File: src/rtl/multicycle_control_unit_if.sv
// Memory port between the multicycle control unit (master) and the memory
// or arbiter (slave): request, write enable and address select out, ready back.
interface multicycle_control_unit_if;
  logic mem_req;
  logic mem_we;
  logic adr_src;
  logic mem_ready;

  modport master (
    output mem_req,
    output mem_we,
    output adr_src,
    input  mem_ready
  );

  modport slave (
    input  mem_req,
    input  mem_we,
    input  adr_src,
    output mem_ready
  );
endinterface

File: src/rtl/multicycle_control_unit.sv
// Multicycle main control FSM: sequences fetch/decode/execute/memory/writeback,
// handles the shared memory handshake with a wait timeout, and traps stickily.
module multicycle_control_unit #(
  parameter int OP_W        = 4,
  parameter int FUNC_W      = 4,
  parameter int ALU_CTRL_W  = 3,
  parameter int MEM_TIMEOUT = 15
) (
  input  logic                  clk,
  input  logic                  rst,
  input  logic [OP_W-1:0]       op,
  input  logic [FUNC_W-1:0]     func,
  input  logic                  zero,
  input  logic                  neg,
  multicycle_control_unit_if.master mem,
  output logic                  ir_write,
  output logic                  pc_write,
  output logic                  pc_src,
  output logic                  reg_write,
  output logic [1:0]            result_src,
  output logic [1:0]            imm_src,
  output logic                  l_sel,
  output logic [ALU_CTRL_W-1:0] alu_ctrl,
  output logic                  retire,
  output logic                  illegal,
  output logic                  bus_err
);

  localparam int CNT_W = (MEM_TIMEOUT > 0) ? $clog2(MEM_TIMEOUT + 1) : 1;
  localparam logic [CNT_W-1:0] CNT_MAX = (MEM_TIMEOUT > 0) ? CNT_W'(MEM_TIMEOUT) : '0;
  localparam bit TIMEOUT_EN = (MEM_TIMEOUT > 0);

  localparam logic [OP_W-1:0] OP_ALU    = OP_W'(4'b0000);
  localparam logic [OP_W-1:0] OP_UNARY  = OP_W'(4'b0001);
  localparam logic [OP_W-1:0] OP_JUMP   = OP_W'(4'b0011);
  localparam logic [OP_W-1:0] OP_BRANCH = OP_W'(4'b0100);
  localparam logic [OP_W-1:0] OP_LOAD   = OP_W'(4'b0111);
  localparam logic [OP_W-1:0] OP_STORE  = OP_W'(4'b1000);

  typedef enum logic [3:0] {
    S_RESET,
    S_FETCH,
    S_DECODE,
    S_EXEC_R,
    S_BRANCH,
    S_JUMP,
    S_MEM_RD,
    S_LOAD_WB,
    S_MEM_WR,
    S_TRAP
  } state_t;

  state_t           state_reg, state_next;
  logic [CNT_W-1:0] wait_cnt_reg, wait_cnt_next;
  logic             unary_reg, unary_next;
  logic             illegal_reg, illegal_next;
  logic             bus_err_reg, bus_err_next;

  logic mem_active;
  logic timeout_hit;
  logic taken;
  logic unused_func;

  assign unused_func = ^func;

  assign mem_active  = (state_reg == S_FETCH) || (state_reg == S_MEM_RD) ||
                       (state_reg == S_MEM_WR);
  // Ready in the limit cycle still wins: the timeout only fires on a not-ready cycle.
  assign timeout_hit = TIMEOUT_EN && mem_active && !mem.mem_ready &&
                       (wait_cnt_reg == CNT_MAX);

  always_comb begin
    case (func[2:0])
      3'b000:  taken = zero;
      3'b001:  taken = ~zero;
      3'b010:  taken = neg;
      3'b011:  taken = ~neg;
      default: taken = 1'b0;
    endcase
  end

  always_ff @(posedge clk) begin
    if (rst) begin
      state_reg    <= S_RESET;
      wait_cnt_reg <= '0;
      unary_reg    <= 1'b0;
      illegal_reg  <= 1'b0;
      bus_err_reg  <= 1'b0;
    end else begin
      state_reg    <= state_next;
      wait_cnt_reg <= wait_cnt_next;
      unary_reg    <= unary_next;
      illegal_reg  <= illegal_next;
      bus_err_reg  <= bus_err_next;
    end
  end

  always_comb begin
    state_next   = state_reg;
    unary_next   = unary_reg;
    illegal_next = illegal_reg;
    bus_err_next = bus_err_reg;
    case (state_reg)
      S_RESET: state_next = S_FETCH;
      S_FETCH, S_MEM_RD, S_MEM_WR: begin
        if (mem.mem_ready) begin
          case (state_reg)
            S_FETCH:  state_next = S_DECODE;
            S_MEM_RD: state_next = S_LOAD_WB;
            default:  state_next = S_FETCH;
          endcase
        end else if (timeout_hit) begin
          state_next   = S_TRAP;
          bus_err_next = 1'b1;
        end
      end
      S_DECODE: begin
        unary_next = (op == OP_UNARY);
        case (op)
          OP_ALU, OP_UNARY: state_next = S_EXEC_R;
          OP_BRANCH:        state_next = S_BRANCH;
          OP_JUMP:          state_next = S_JUMP;
          OP_LOAD:          state_next = S_MEM_RD;
          OP_STORE:         state_next = S_MEM_WR;
          default: begin
            state_next   = S_TRAP;
            illegal_next = 1'b1;
          end
        endcase
      end
      S_EXEC_R, S_BRANCH, S_JUMP, S_LOAD_WB: state_next = S_FETCH;
      S_TRAP:  state_next = S_TRAP;
      default: state_next = S_RESET;
    endcase
  end

  // The counter saturates at the limit and restarts whenever the wait ends.
  always_comb begin
    wait_cnt_next = wait_cnt_reg;
    if ((state_next != state_reg) || !mem_active || mem.mem_ready) begin
      wait_cnt_next = '0;
    end else if (wait_cnt_reg != CNT_MAX) begin
      wait_cnt_next = wait_cnt_reg + 1'b1;
    end
  end

  always_comb begin
    mem.mem_req = 1'b0;
    mem.mem_we  = 1'b0;
    mem.adr_src = 1'b0;
    ir_write    = 1'b0;
    pc_write    = 1'b0;
    pc_src      = 1'b0;
    reg_write   = 1'b0;
    result_src  = 2'b00;
    imm_src     = 2'b00;
    l_sel       = 1'b0;
    alu_ctrl    = '0;
    retire      = 1'b0;
    case (state_reg)
      S_FETCH: begin
        mem.mem_req = 1'b1;
        // Reset overrides a completing handshake, so no IR/PC load under rst.
        ir_write    = mem.mem_ready & ~rst;
        pc_write    = mem.mem_ready & ~rst;
      end
      S_EXEC_R: begin
        reg_write = 1'b1;
        alu_ctrl  = func[ALU_CTRL_W-1:0];
        l_sel     = unary_reg;
        retire    = 1'b1;
      end
      S_BRANCH: begin
        imm_src  = 2'b01;
        pc_src   = 1'b1;
        pc_write = taken;
        retire   = 1'b1;
      end
      S_JUMP: begin
        imm_src  = 2'b01;
        pc_src   = 1'b1;
        pc_write = 1'b1;
        l_sel    = 1'b1;
        retire   = 1'b1;
      end
      S_MEM_RD: begin
        mem.mem_req = 1'b1;
        mem.adr_src = 1'b1;
      end
      S_LOAD_WB: begin
        reg_write  = 1'b1;
        result_src = 2'b10;
        retire     = 1'b1;
      end
      S_MEM_WR: begin
        mem.mem_req = 1'b1;
        mem.mem_we  = 1'b1;
        mem.adr_src = 1'b1;
        retire      = mem.mem_ready & ~rst;
      end
      default: ;
    endcase
  end

  assign illegal = illegal_reg;
  assign bus_err = bus_err_reg;

endmodule

File: src/flat_wrapper.sv
// flat-port wrapper written by rule: the top's interface ports become plain ports
module multicycle_control_unit_flat 
#(
  parameter int OP_W        = 4,
  parameter int FUNC_W      = 4,
  parameter int ALU_CTRL_W  = 3,
  parameter int MEM_TIMEOUT = 15
)
  (clk, rst, op, func, zero, neg, ir_write, pc_write, pc_src, reg_write, result_src, imm_src, l_sel, alu_ctrl, retire, illegal, bus_err, mem_mem_req, mem_mem_we, mem_adr_src, mem_mem_ready);
  multicycle_control_unit_if mem_i ();
  input  logic clk;
  input  logic rst;
  input  logic [OP_W-1:0] op;
  input  logic [FUNC_W-1:0] func;
  input  logic zero;
  input  logic neg;
  output logic ir_write;
  output logic pc_write;
  output logic pc_src;
  output logic reg_write;
  output logic [1:0] result_src;
  output logic [1:0] imm_src;
  output logic l_sel;
  output logic [ALU_CTRL_W-1:0] alu_ctrl;
  output logic retire;
  output logic illegal;
  output logic bus_err;
  output wire logic [$bits(mem_i.mem_req)-1:0] mem_mem_req;
  output wire logic [$bits(mem_i.mem_we)-1:0] mem_mem_we;
  output wire logic [$bits(mem_i.adr_src)-1:0] mem_adr_src;
  input wire logic [$bits(mem_i.mem_ready)-1:0] mem_mem_ready;
  assign mem_mem_req = mem_i.mem_req;
  assign mem_mem_we = mem_i.mem_we;
  assign mem_adr_src = mem_i.adr_src;
  assign mem_i.mem_ready = mem_mem_ready;
  multicycle_control_unit #(.OP_W(OP_W), .FUNC_W(FUNC_W), .ALU_CTRL_W(ALU_CTRL_W), .MEM_TIMEOUT(MEM_TIMEOUT)) u_core (.clk(clk), .rst(rst), .op(op), .func(func), .zero(zero), .neg(neg), .mem(mem_i), .ir_write(ir_write), .pc_write(pc_write), .pc_src(pc_src), .reg_write(reg_write), .result_src(result_src), .imm_src(imm_src), .l_sel(l_sel), .alu_ctrl(alu_ctrl), .retire(retire), .illegal(illegal), .bus_err(bus_err));
endmodule
File: config.mk
export PLATFORM = sky130hd
export DESIGN_NAME = multicycle_control_unit_flat
export DESIGN_NICKNAME = d
export VERILOG_FILES = /design/src/rtl/multicycle_control_unit_if.sv /design/src/rtl/multicycle_control_unit.sv /design/src/flat_wrapper.sv
export SDC_FILE = /design/constraint.sdc
export NUM_CORES = 1
export LEC_CHECK = 0
export CAP_MARGIN = 25
export CORE_UTILIZATION = 48
export CTS_CLUSTER_DIAMETER = 100
export DETAILED_ROUTE_END_ITERATION = 10
export PLACE_DENSITY = 0.84
export REMOVE_ABC_BUFFERS = 1
export SYNTH_ARGS = -nofsm -noshare
export SYNTH_HDL_FRONTEND = slang
export SYNTH_SLANG_ARGS = --single-unit
File: constraint.sdc
create_clock -name clk -period 5.8 [get_ports clk]
set_input_delay 1.16 -clock clk [delete_from_list [all_inputs] [get_ports clk]]
set_output_delay 1.16 -clock clk [all_outputs]
set_load 0.005 [all_outputs]
# After elaboration in Yosys (flattened, before gate mapping)
# Index checks and enable logic that the tools add are counted.
[totals]
input_bits = 13
output_inout_bits = 18
regBits = 11
elab_cells = 72
[op_classes]
n_mux = 18
addsub = 1
n_reduce_logical = 22
eq_ne = 20
n_bitwise = 6
[op_table]
columns = ["op", "count"]
rows = [
  ["== test 4 x 3 -> 1 bit, second input constant", 6],
  ["one-hot mux 4 bit (5 select lines)", 1],
  ["== test 4 bit, second input constant", 4],
  ["one-hot mux 4 bit (4 select lines)", 1],
  ["== test 4 x 2 -> 1 bit, second input constant", 3],
  ["OR reduction 2 bit", 5],
  ["== test 4 x 1 -> 1 bit, second input constant", 2],
  ["zero test 4 bit", 2],
  ["two-way mux 4 bit", 2],
  ["two-way mux 1 bit", 7],
  ["== test 3 x 2 -> 1 bit, second input constant", 2],
  ["one-hot mux 3 bit (2 select lines)", 1],
  ["OR reduction 6 bit", 1],
  ["inverter 1 bit", 5],
  ["OR reduction 5 bit", 1],
  ["adder 4 x 1 -> 4 bit, second input constant", 1],
  ["logical OR 1 bit", 4],
  ["inequality test 4 bit", 1],
  ["inequality test 4 bit, second input constant", 1],
  ["one-hot mux 1 bit (2 select lines)", 2],
  ["one-hot mux 1 bit (4 select lines)", 1],
  ["OR reduction 4 bit", 1],
  ["== test 3 x 1 -> 1 bit, second input constant", 1],
  ["zero test 3 bit", 1],
  ["9 further kinds", 11],
]

# Logic depth before layout (Yosys ltp)
# Gate-level depths: netlist of the first run.
[logic_depth]
word_depth = 12
ltp_mapped = 6
ltp_nobuf = 6

# Least setup slack after synthesis of the first run
# OpenSTA, ideal clock, no wires.
[synth_path]
path_type = "input to output"
from = "input port rst"
to = "output port pc_write"
path_slack_ns = 2.673
stages = 4
arrival_ns = 1.967
t_required_ns = 4.640
path_buffers = 1
path_cell_list = "clkbuf_1 -> nand2b_1 -> nor4_1 -> a21o_1"
[synth_via]
elab_chain_cells = 3
[synth_rtl]
columns = ["element", "line", "rtl"]
rows = [
  ["start, declared", "flat_wrapper.sv:12", "input logic rst;"],
  ["inverter 1 bit", "multicycle_control_unit.sv:165", "pc_write = mem.mem_ready & ~rst;"],
  ["bitwise AND 1 bit", "multicycle_control_unit.sv:165", ""],
  ["one-hot mux 1 bit (3 select lines)", "multicycle_control_unit.sv:160", "case (state_reg)"],
  ["end, declared", "flat_wrapper.sv:18", "output logic pc_write;"],
]
# Every way passes these cells.

# Worst setup path in the final report of the first run
[layout_path]
from = "input port rst"
to = "output port retire"
[layout_via]
elab_chain_cells = 3
[layout_rtl]
columns = ["element", "line", "rtl"]
rows = [
  ["inverter 1 bit", "multicycle_control_unit.sv:199", "retire = mem.mem_ready & ~rst;"],
  ["bitwise AND 1 bit", "multicycle_control_unit.sv:199", ""],
  ["one-hot mux 1 bit (2 select lines)", "multicycle_control_unit.sv:160", ""],
  ["end, declared", "flat_wrapper.sv:25", "output logic retire;"],
]
# Every way passes these cells.

==> metrics.md, run 1 <==
| Metric | Value |
|---|---|
| Hold Buf Count CTS | 0 |
| Fill cell count | 156 |
| Max Fclk | 241 MHz |
| Crit Reg-Reg Endpoint | u_core.wait_cnt_reg[3]$_SDFFE_PP0N_ |
| Synth warnings | 0 |
| I/O Buffers | 27 |
| Antenna Nets Post-Route | 0 |
| Clk_skew | 0.00284 ns |
| Post-DR vias/cell | 5.70 |
| Post-CTS Repair Setup Buffers | 0 |
| Worst reg2reg path startpoint | u_core.state_reg[1]$_SDFF_PP0_ |
| H-Tree Depth | 1 |
| Die Y | 45.1 µm |
| Inserted Diodes | 0 |
| Initial core utilization | 0.516 |
| Cells after synthesis | 117 |
| Main flop type after synthesis | dfxtp_1 |
| Grt total ovfl | 0 |
| Status | finished, final reports clean |
| Clock Latency Late Sink | 0.28 ns |
| Pin count of the biggest net entering global routing | 19 |
| Clock-pin slew of the registers on the worst-case setup and hold paths | 0.07 ns |
| Wire per inst | 14.3 µm |
| Sw frac | 0.295 |
| Seq/Total Area, Yosys | 0.247 |
| CP startpoint kind | input pin |
| Register share of total power | 0.456 |
| Layout cells sized above 1 | 0.0576 |
| Die W | 45.1 µm |
| Placed inst area | 1140 µm² |
| Reg2reg setup slack | 3.60 ns |
| Drt pass-1 iters | 4 |
| Final wirelength | 2340 µm |
| Worst Setup EP | retire |
| Vias | 935 |
| Bufs on Longest Clock Path | 2 |
| Cell Int Power | 0.128 mW |
| Dpl hpwl | 1760 µm |
| CTS resizes | 0 |
| Antenna violations before repair | 0 |
| Type of the worst min-delay path | flip-flop to flip-flop |
| Final non-filler cell area | 1170 µm² |
| Final setup viols | 0 |
| Clk pwr share | 0.298 |
| Number of clock sinks | 11 |
| Req. time, crit path | 4.64 ns |
| DR top layer | met4 |
| Unique masters post-synth | 43 |
| Fin. Hold Viols | 0 |
| Post-synth EDFFs | 0 |
| Final period util | 0.716 |
| Initial drt markers | 19 |
| CP Capture Type | primary output |
| Synthesized area | 891 µm² |
| Syn avg cell area | 7.61 µm² |
| Critical Path Start | rst |
| First-pass GRT wire length | 3740 µm |
| Clk root buf | clkbuf_4 |
| Sum Neg Setup Slack | 0 ns |
| Leak | 0.433 nW |
| Die area | 2030 µm² |
| I/O Pins | 31 |
| P&R area growth vs syn | 30.9% |
| Asr flop ratio synth | 0 |
| # DRC | 0 |
| CORE AREA | 1730 µm² |
| Synth top area share | 0.247 |
| Cell Count Post-Placement | 160 |
| #FFs+latches synth | 11 |
| Worst-Margin Slew | 0.522 ns |
| Max-cap viol count | 0 |
| Final #Nets | 154 |
| Top post-synthesis cells by area | dfxtp_1 25%, nor2_1 6.3%, a21oi_1 3.9% |
| M1 wire length | 1040 µm |
| Comb power frac | 0.246 |
| CP Data Arrival Time | 2.99 ns |
| Vias in the first global route | 850 |
| Slew HR | 0.652 |
| Gr usage total | 0.250 |
| Tmin final | 4.15 ns |
| Critical path class | input pin to primary output |
| CTS tree | yes |
| Pwr/cell area | 156 nW/µm² |
| Psw | 0.0535 mW |
| Fin cells | 164 |
| Max Slew Vio Count | 0 |
| RSZ-0062 raised after global routing | no |
| CTS buffer count | 3 |
| Max IR drop VDD | 121 µV |
| WL met2 | 1180 µm |
| CP max FO | 9 |
| Met3 wire len | 95 µm |
| Worst r2r path cells | 5 |
| Cell taking the most area after synthesis | dfxtp_1 |
| Std-Cell Rows | 15 |
| Placer congestion estimate | 0.831 |
[metal layers]
layer  global-route usage  vias to the layer above
met3               0.0480                        4
met1                0.297                      442
met4               0.0970                        0
li1                     -                      465
met2                0.441                       24
met5                    0                        -
[cells in the final DEF, fill, tap and decap left out, drive strengths merged, types with 3 or more instances in the layout]
cell type      instances
clkdlybuf4s50         27
and3                   4
nand3                  4
inv                    3
nand2                  3
nor3                   5
nor2b                  5
o21ai                  7
nand2b                 4
nor4b                  3
dfxtp                 11
mux2i                  3
clkbuf                 4
a21oi                  7
a21o                   3
nor2                  15
[power by group through the flow]
stage	registers, mW	clock network [mW]	logic [mW]
floorplan	0.0830	0	0.0221
finish	0.0828	0.0541	0.0447
CTS	0.0825	0.0543	0.0441
global route	0.0833	0.0576	0.0486
detailed placement	0.0843	0	0.0436
global placement	0.0840	0	0.0423
[area by class of cell]
| cell class | count | area (µm²) | area share |
|---|---|---|---|
| clock buffers | 4 | 26.3 | 0.0225 |
| multi-input cells | 94 | 607 | 0.520 |
| repair buffers | 27 | 270 | 0.232 |
| flip-flops and latches | 11 | 220 | 0.189 |
| well taps | 25 | 31.3 | 0.0268 |
| inverters | 3 | 11.3 | 0.00966 |
[how the worst min path moves through the flow]
stage	start	to	cells after the start
after global routing	u_core.unary_reg$_SDFFE_PP0P_	u_core.unary_reg$_SDFFE_PP0P_	2
after CTS	u_core.unary_reg$_SDFFE_PP0P_	u_core.unary_reg$_SDFFE_PP0P_	2
after detailed placement	u_core.unary_reg$_SDFFE_PP0P_	u_core.unary_reg$_SDFFE_PP0P_	2
after global placement	u_core.unary_reg$_SDFFE_PP0P_	u_core.unary_reg$_SDFFE_PP0P_	2
after floorplan	u_core.unary_reg$_SDFFE_PP0P_	u_core.unary_reg$_SDFFE_PP0P_	2
final	u_core.unary_reg$_SDFFE_PP0P_	u_core.unary_reg$_SDFFE_PP0P_	2
[worst max-delay path, cell delays in order]
cell	delay, ns
clkdlybuf4s50_1	0.57
nand2b_1	0.25
nor4b_1	0.27
nor2_1	0.07
o22ai_1	0.13
clkdlybuf4s50_1	0.54
[cell families after synthesis]
| logic type | count (synthesis) | share of synthesized area |
|---|---|---|
| AO/OA/AOI/OAI | 27 | 0.194 |
| multiplexers | 4 | 0.0463 |
| flip-flops | 11 | 0.247 |
| XOR/XNOR | 3 | 0.0295 |
| buffers and inverters | 13 | 0.0758 |
| adder cells (fa/ha/maj) | 1 | 0.0140 |
| AND/OR/NAND/NOR | 57 | 0.389 |
| other | 1 | 0.00421 |
[through the flow]
stage,utilization,power (mW),setup slack (ns),hold WS (ns)
2_1_floorplan,-,0.105,2.86,0.426
3_3_place_gp,0.660,0.126,1.70,0.445
3_5_place_dp,0.660,0.128,1.68,0.451
4_1_cts,0.675,0.181,1.67,0.462
5_1_grt,0.675,0.189,1.53,0.473
6_report,0.675,0.182,1.65,0.461
[synthesized netlist by cell type (all sizes together), types with 3 or more instances]
cell type  instances
nor2b              5
inv                3
buf                4
o21ai              7
clkbuf             6
and3               4
a21oi              7
nand3              4
nor4b              3
nor2              15
a21o               3
nor3               5
nand2              3
mux2i              3
dfxtp             11
nand2b             4
Note: power is estimated with default switching activity, not from simulation.
==> run 2: changes to the inputs <==
--- a/config.mk
+++ b/config.mk
@@ -6,10 +6,10 @@
 export NUM_CORES = 1
 export LEC_CHECK = 0
 export CAP_MARGIN = 25
-export CORE_UTILIZATION = 48
+export CORE_UTILIZATION = 44
 export CTS_CLUSTER_DIAMETER = 100
 export DETAILED_ROUTE_END_ITERATION = 10
-export PLACE_DENSITY = 0.84
+export PLACE_DENSITY = 0.78
 export REMOVE_ABC_BUFFERS = 1
 export SYNTH_ARGS = -nofsm -noshare
 export SYNTH_HDL_FRONTEND = slang
==> constraint.sdc (replaced) <==
create_clock -name clk -period 4.34 [get_ports clk]
set_input_delay 0.868 -clock clk [delete_from_list [all_inputs] [get_ports clk]]
set_output_delay 0.868 -clock clk [all_outputs]
set_load 0.005 [all_outputs]
==> run 2 against run 1 <==
Against the previous run: clock skew rose by 0.010 ns; cell count did not move; sequential power rose by 33%; critical path type unchanged.
==> metrics.md, run 2 (same netlist as run 1, synthesis figures left out) <==
| Metric | Value |
|---|---|
| Status | finished, final reports clean |
| Most frequent cells in the layout | 27 x clkdlybuf4s50_1, 15 x nor2_1, 11 x dfxtp_1 |
| Psw | 0.0699 mW |
| Critical Path Most Common Cell | clkdlybuf4s50_1 |
| Clock Latency Late Sink | 0.28 ns |
| Final period util | 0.819 |
| Leak | 0.433 nW |
| Req. time, crit path | 3.47 ns |
| Clock-pin slew of the registers on the worst-case setup and hold paths | 0.08 ns |
| CTS tree | yes |
| Clk_skew | 0.0131 ns |
| Reg2reg setup slack | 2.14 ns |
| Initial core utilization | 0.494 |
| Critical Path, Cell by Cell | clkdlybuf4s50_1 > nand2b_1 > nor4_1 > a21o_1 > clkdlybuf4s50_1 |
| Dpl hpwl | 1630 µm |
| CP Capture Type | primary output |
| CP Buf/Inv Count | 2 |
| Sum Neg Setup Slack | 0 ns |
| Sw frac | 0.290 |
| Tmin final | 3.56 ns |
| Std-Cell Rows | 15 |
| Max Slew Vio Count | 0 |
| Busiest grt layer | met2 |
| Antenna violations before repair | 0 |
| # DRC | 0 |
| Final setup viols | 0 |
| Cell Int Power | 0.171 mW |
| Vias | 933 |
| Pin count of the biggest net entering global routing | 19 |
| CP Data Arrival Time | 2.69 ns |
| Die area | 2210 µm² |
| I/O Pins | 31 |
| Critical path's top delay family | buffers and inverters |
| Type of the worst min-delay path | flip-flop to flip-flop |
| Inserted Diodes | 0 |
| P&R area growth vs syn | 30.9% |
| Bufs on Longest Clock Path | 2 |
| H-Tree Depth | 1 |
| Clk root buf | clkbuf_4 |
| Placer congestion estimate | 0.814 |
| Critical path class | input pin to primary output |
| Layout cells sized above 1 | 0.0576 |
| RSZ-0062 raised after global routing | no |
| Vias in the first global route | 745 |
| CORE AREA | 1800 µm² |
| Hold Buf Count CTS | 0 |
| Max Fclk | 281 MHz |
| First-pass GRT wire length | 3390 µm |
| CP startpoint kind | input pin |
| Final wirelength | 2200 µm |
| Gr usage total | 0.218 |
| Fin. Hold Viols | 0 |
| Max stage delay on crit path | 0.59 ns |
| Post-DR vias/cell | 5.69 |
| I/O Buffers | 27 |
| Wire per inst | 13.4 µm |
| Die Y | 47.0 µm |
| Final #Nets | 154 |
| Register share of total power | 0.457 |
| Max IR drop VDD | 191 µV |
| Slew HR | 0.634 |
| Grt met1 use | 0.303 |
| Antenna Nets Post-Route | 0 |
| Worst-Margin Slew | 0.549 ns |
| Grt total ovfl | 0 |
| Die W | 47.0 µm |
| CTS buffer count | 3 |
| Most common cell after layout, fill and taps aside | clkdlybuf4s50_1 |
| Comb power frac | 0.244 |
| Slowest stage cell, crit path | clkdlybuf4s50_1 |
| Global routing usage on met2 | 0.333 |
| CP max FO | 9 |
| Number of clock sinks | 11 |
| Final hold slack | 0.468 ns |
| CTS resizes | 0 |
| Core Util, Final | 0.647 |
| Total chip power | 0.241 mW |
| Drt pass-1 iters | 4 |
| Pwr/cell area | 207 nW/µm² |
| Met3 GRT Util | 0.0692 |
| Initial drt markers | 16 |
| Clk pwr share | 0.299 |
| Post-CTS Repair Setup Buffers | 0 |
| Max-cap viol count | 0 |
run 2: cell counts in the layout (fill, tap and decap cells not counted):
Identical to the previous run, type by type.
run 2: through the flow:
| step | std cells | setup WS (ns) | cell area [µm²] |
|---|---|---|---|
| after detailed placement | 160 | 0.812 | 1140 |
| after floorplan | 108 | 1.98 | 838 |
| final | 164 | 0.785 | 1170 |
| after CTS | 164 | 0.806 | 1170 |
| after global placement | 160 | 0.829 | 1140 |
| after global routing | 164 | 0.674 | 1170 |
run 2: routing by layer:
metal / part of all wire / routed length [µm]
met5: 0 / 0
met4: 0.0045 / 10
met3: 0.052 / 114
met2: 0.46 / 1000
met1: 0.49 / 1070
run 2: worst paths after layout:
path / startpoint / end / cells past startpoint
max: rst / pc_write / 5
min: u_core.illegal$_SDFFE_PP0P_ / u_core.illegal$_SDFFE_PP0P_ / 2
max reg2reg: u_core.state_reg[1]$_SDFF_PP0_ / u_core.wait_cnt_reg[0]$_SDFFE_PP0N_ / 5
min reg2reg: u_core.illegal$_SDFFE_PP0P_ / u_core.illegal$_SDFFE_PP0P_ / 2
run 2: power groups by stage:
stage	combinational [mW]	sequential [mW]	clock, mW
after global placement	0.0568	0.112	0
after floorplan	0.0296	0.111	0
final	0.0587	0.110	0.0721
after detailed placement	0.0578	0.113	0
after global routing	0.0638	0.111	0.0797
after CTS	0.0583	0.110	0.0743
run 2: layout make-up:
class,count,area [µm²]
Timing Repair Buffer,27,270
Inverter,3,11.3
Multi-Input combinational cell,94,607
Clock buffer,4,26.3
Fill cell,170,636
Sequential cell,11,220
Tap cell,25,31.3
run 2: tightest hold or removal path: stages (launching register included):
cell	delay, ns
dfxtp_1	0.33
nor2_1	0.05
nor2_1	0.06
==> run 3: changes to the inputs <==
--- a/config.mk
+++ b/config.mk
@@ -6,10 +6,10 @@
 export NUM_CORES = 1
 export LEC_CHECK = 0
 export CAP_MARGIN = 25
-export CORE_UTILIZATION = 44
+export CORE_UTILIZATION = 40
 export CTS_CLUSTER_DIAMETER = 100
 export DETAILED_ROUTE_END_ITERATION = 10
-export PLACE_DENSITY = 0.78
+export PLACE_DENSITY = 0.75
 export REMOVE_ABC_BUFFERS = 1
 export SYNTH_ARGS = -nofsm -noshare
 export SYNTH_HDL_FRONTEND = slang
==> constraint.sdc (replaced) <==
create_clock -name clk -period 3 [get_ports clk]
set_input_delay 0.6 -clock clk [delete_from_list [all_inputs] [get_ports clk]]
set_output_delay 0.6 -clock clk [all_outputs]
set_load 0.005 [all_outputs]
==> run 3 against run 2 <==
Against the previous run: clock power grew 46%; flip-flop and latch count is the same; largest power group unchanged; critical path depth grew 1; count of clock-buffer cells in the layout is the same; die area grew 9.6%; worst setup slack lost 0.57 ns; via count grew 0.64%; critical endpoint is now retire; non-clock buffer count grew 2.
==> metrics.md, run 3 (same netlist as run 1, synthesis figures left out) <==
| Metric | Value |
|---|---|
| Status | finished, final reports clean |
| Vias in the first global route | 935 |
| Worst reg2reg path startpoint | u_core.state_reg[1]$_SDFF_PP0_ |
| Leak | 0.443 nW |
| I/O Pins | 31 |
| CTS buffer count | 3 |
| Crit Reg-Reg Endpoint | u_core.wait_cnt_reg[3]$_SDFFE_PP0N_ |
| Drt pass-1 iters | 7 |
| Max Fclk | 358 MHz |
| Die W | 49.2 µm |
| Sum Neg Setup Slack | 0 ns |
| Pwr/cell area | 297 nW/µm² |
| Final period util | 0.930 |
| Final setup viols | 0 |
| Die Y | 49.2 µm |
| Final wirelength | 2260 µm |
| I/O Buffers | 27 |
| Initial drt markers | 33 |
| Wire per inst | 13.4 µm |
| First-pass GRT wire length | 3920 µm |
| RSZ-0062 raised after global routing | no |
| Dpl ws | 0.224 ns |
| Fin. Hold Viols | 0 |
| Slew HR | 0.621 |
| Vias | 939 |
| Clock-pin slew of the registers on the worst-case setup and hold paths | 0.07 ns |
| CP startpoint kind | input pin |
| Max IR drop VDD | 197 µV |
| Antenna violations before repair | 0 |
| Worst r2r path cells | 5 |
| Number of clock sinks | 11 |
| CTS tree | yes |
| Die area | 2420 µm² |
| Hold endpoint | u_core.unary_reg$_SDFFE_PP0P_ |
| CTS resizes | 0 |
| Layout cells sized above 1 | 0.0709 |
| Std-Cell Rows | 16 |
| P&R area growth vs syn | 32.9% |
| Post-CTS Repair Setup Buffers | 0 |
| CP Capture Type | primary output |
| Clk root buf | clkbuf_4 |
| Type of the worst min-delay path | flip-flop to flip-flop |
| Tmin final | 2.79 ns |
| Initial core utilization | 0.441 |
| Critical path class | input pin to primary output |
| Placer congestion estimate | 0.819 |
| Max-cap viol count | 0 |
| Dpl hpwl | 1640 µm |
| Bufs on Longest Clock Path | 2 |
| CP Data Arrival Time | 2.19 ns |
| Post-DR vias/cell | 5.59 |
| Pin count of the biggest net entering global routing | 19 |
| Final non-filler cell area | 1180 µm² |
| Final worst slack | 0.210 ns |
| Most frequent cells in the layout | 27 x clkdlybuf4s50_1, 15 x nor2_1, 11 x dfxtp_1 |
| CORE AREA | 2020 µm² |
| H-Tree Depth | 1 |
| Fill cell count | 196 |
| Req. time, crit path | 2.40 ns |
| Hold path depth | 2 |
| CP max FO | 2 |
| Final #Nets | 156 |
| # DRC | 0 |
| Max Slew Vio Count | 0 |
| Antenna Nets Post-Route | 0 |
| Most common cell after layout, fill and taps aside | clkdlybuf4s50_1 |
| Reg2reg setup slack | 0.78 ns |
| Gr usage total | 0.207 |
| Hold Buf Count CTS | 0 |
| Placed inst area | 1160 µm² |
| Grt total ovfl | 0 |
| Worst-Margin Slew | 0.568 ns |
| Inserted Diodes | 0 |
| Hold Startpoint | u_core.unary_reg$_SDFFE_PP0P_ |
| Clk_skew | 0.00371 ns |
| Clock Latency Late Sink | 0.28 ns |
[run 3: final cells by class]
class	instances	area, µm²	share of cell area
Clock buffer	4	26.3	0.0222
Inverter	3	11.3	0.00951
Sequential cell	11	220	0.186
Multi-Input combinational cell	94	607	0.513
Timing Repair Buffer	29	285	0.241
Tap cell	27	33.8	0.0285
[run 3: critical path: stages]
cell             delay [ns]
clkdlybuf4s50_1        0.42
nand2b_1               0.17
nor4b_1                0.25
nor2_1                 0.07
o22ai_1                0.12
clkdlybuf4s50_1        0.55
[run 3: stage by stage]
step | instances | hold WS (ns) | total power, mW | util
global route | 168 | 0.498 | 0.371 | 0.585
detailed placement | 164 | 0.456 | 0.249 | 0.572
CTS | 168 | 0.466 | 0.353 | 0.585
finish | 168 | 0.463 | 0.352 | 0.585
global placement | 164 | 0.444 | 0.247 | 0.572
floorplan | 108 | 0.426 | 0.203 | -
[run 3: report_power, final]
group | switching, mW | internal [mW] | total, mW
registers | 0.0111 | 0.150 | 0.161
logic | 0.0375 | 0.0480 | 0.0855
clock network | 0.0538 | 0.0517 | 0.105
[run 3: how the worst max path moves through the flow]
stage                                         startpoint                                   to  cells past startpoint
after floorplan           u_core.state_reg[1]$_SDFF_PP0_  u_core.wait_cnt_reg[3]$_SDFFE_PP0N_                      5
after global placement                               rst                               retire                      6
after detailed placement                             rst                               retire                      6
after CTS                                            rst                               retire                      6
after global routing                                 rst                               retire                      6
final                                                rst                               retire                      6
[run 3: metal layers]
| layer | vias up | routed length, µm | GRT usage | share of wire |
|---|---|---|---|---|
| met1 | 432 | 1010 | 0.237 | 0.45 |
| li1 | 472 | - | - | - |
| met4 | 0 | 11 | 0.0735 | 0.0049 |
| met2 | 32 | 1110 | 0.352 | 0.49 |
| met3 | 3 | 125 | 0.0748 | 0.055 |
| met5 | - | 0 | 0 | 0 |
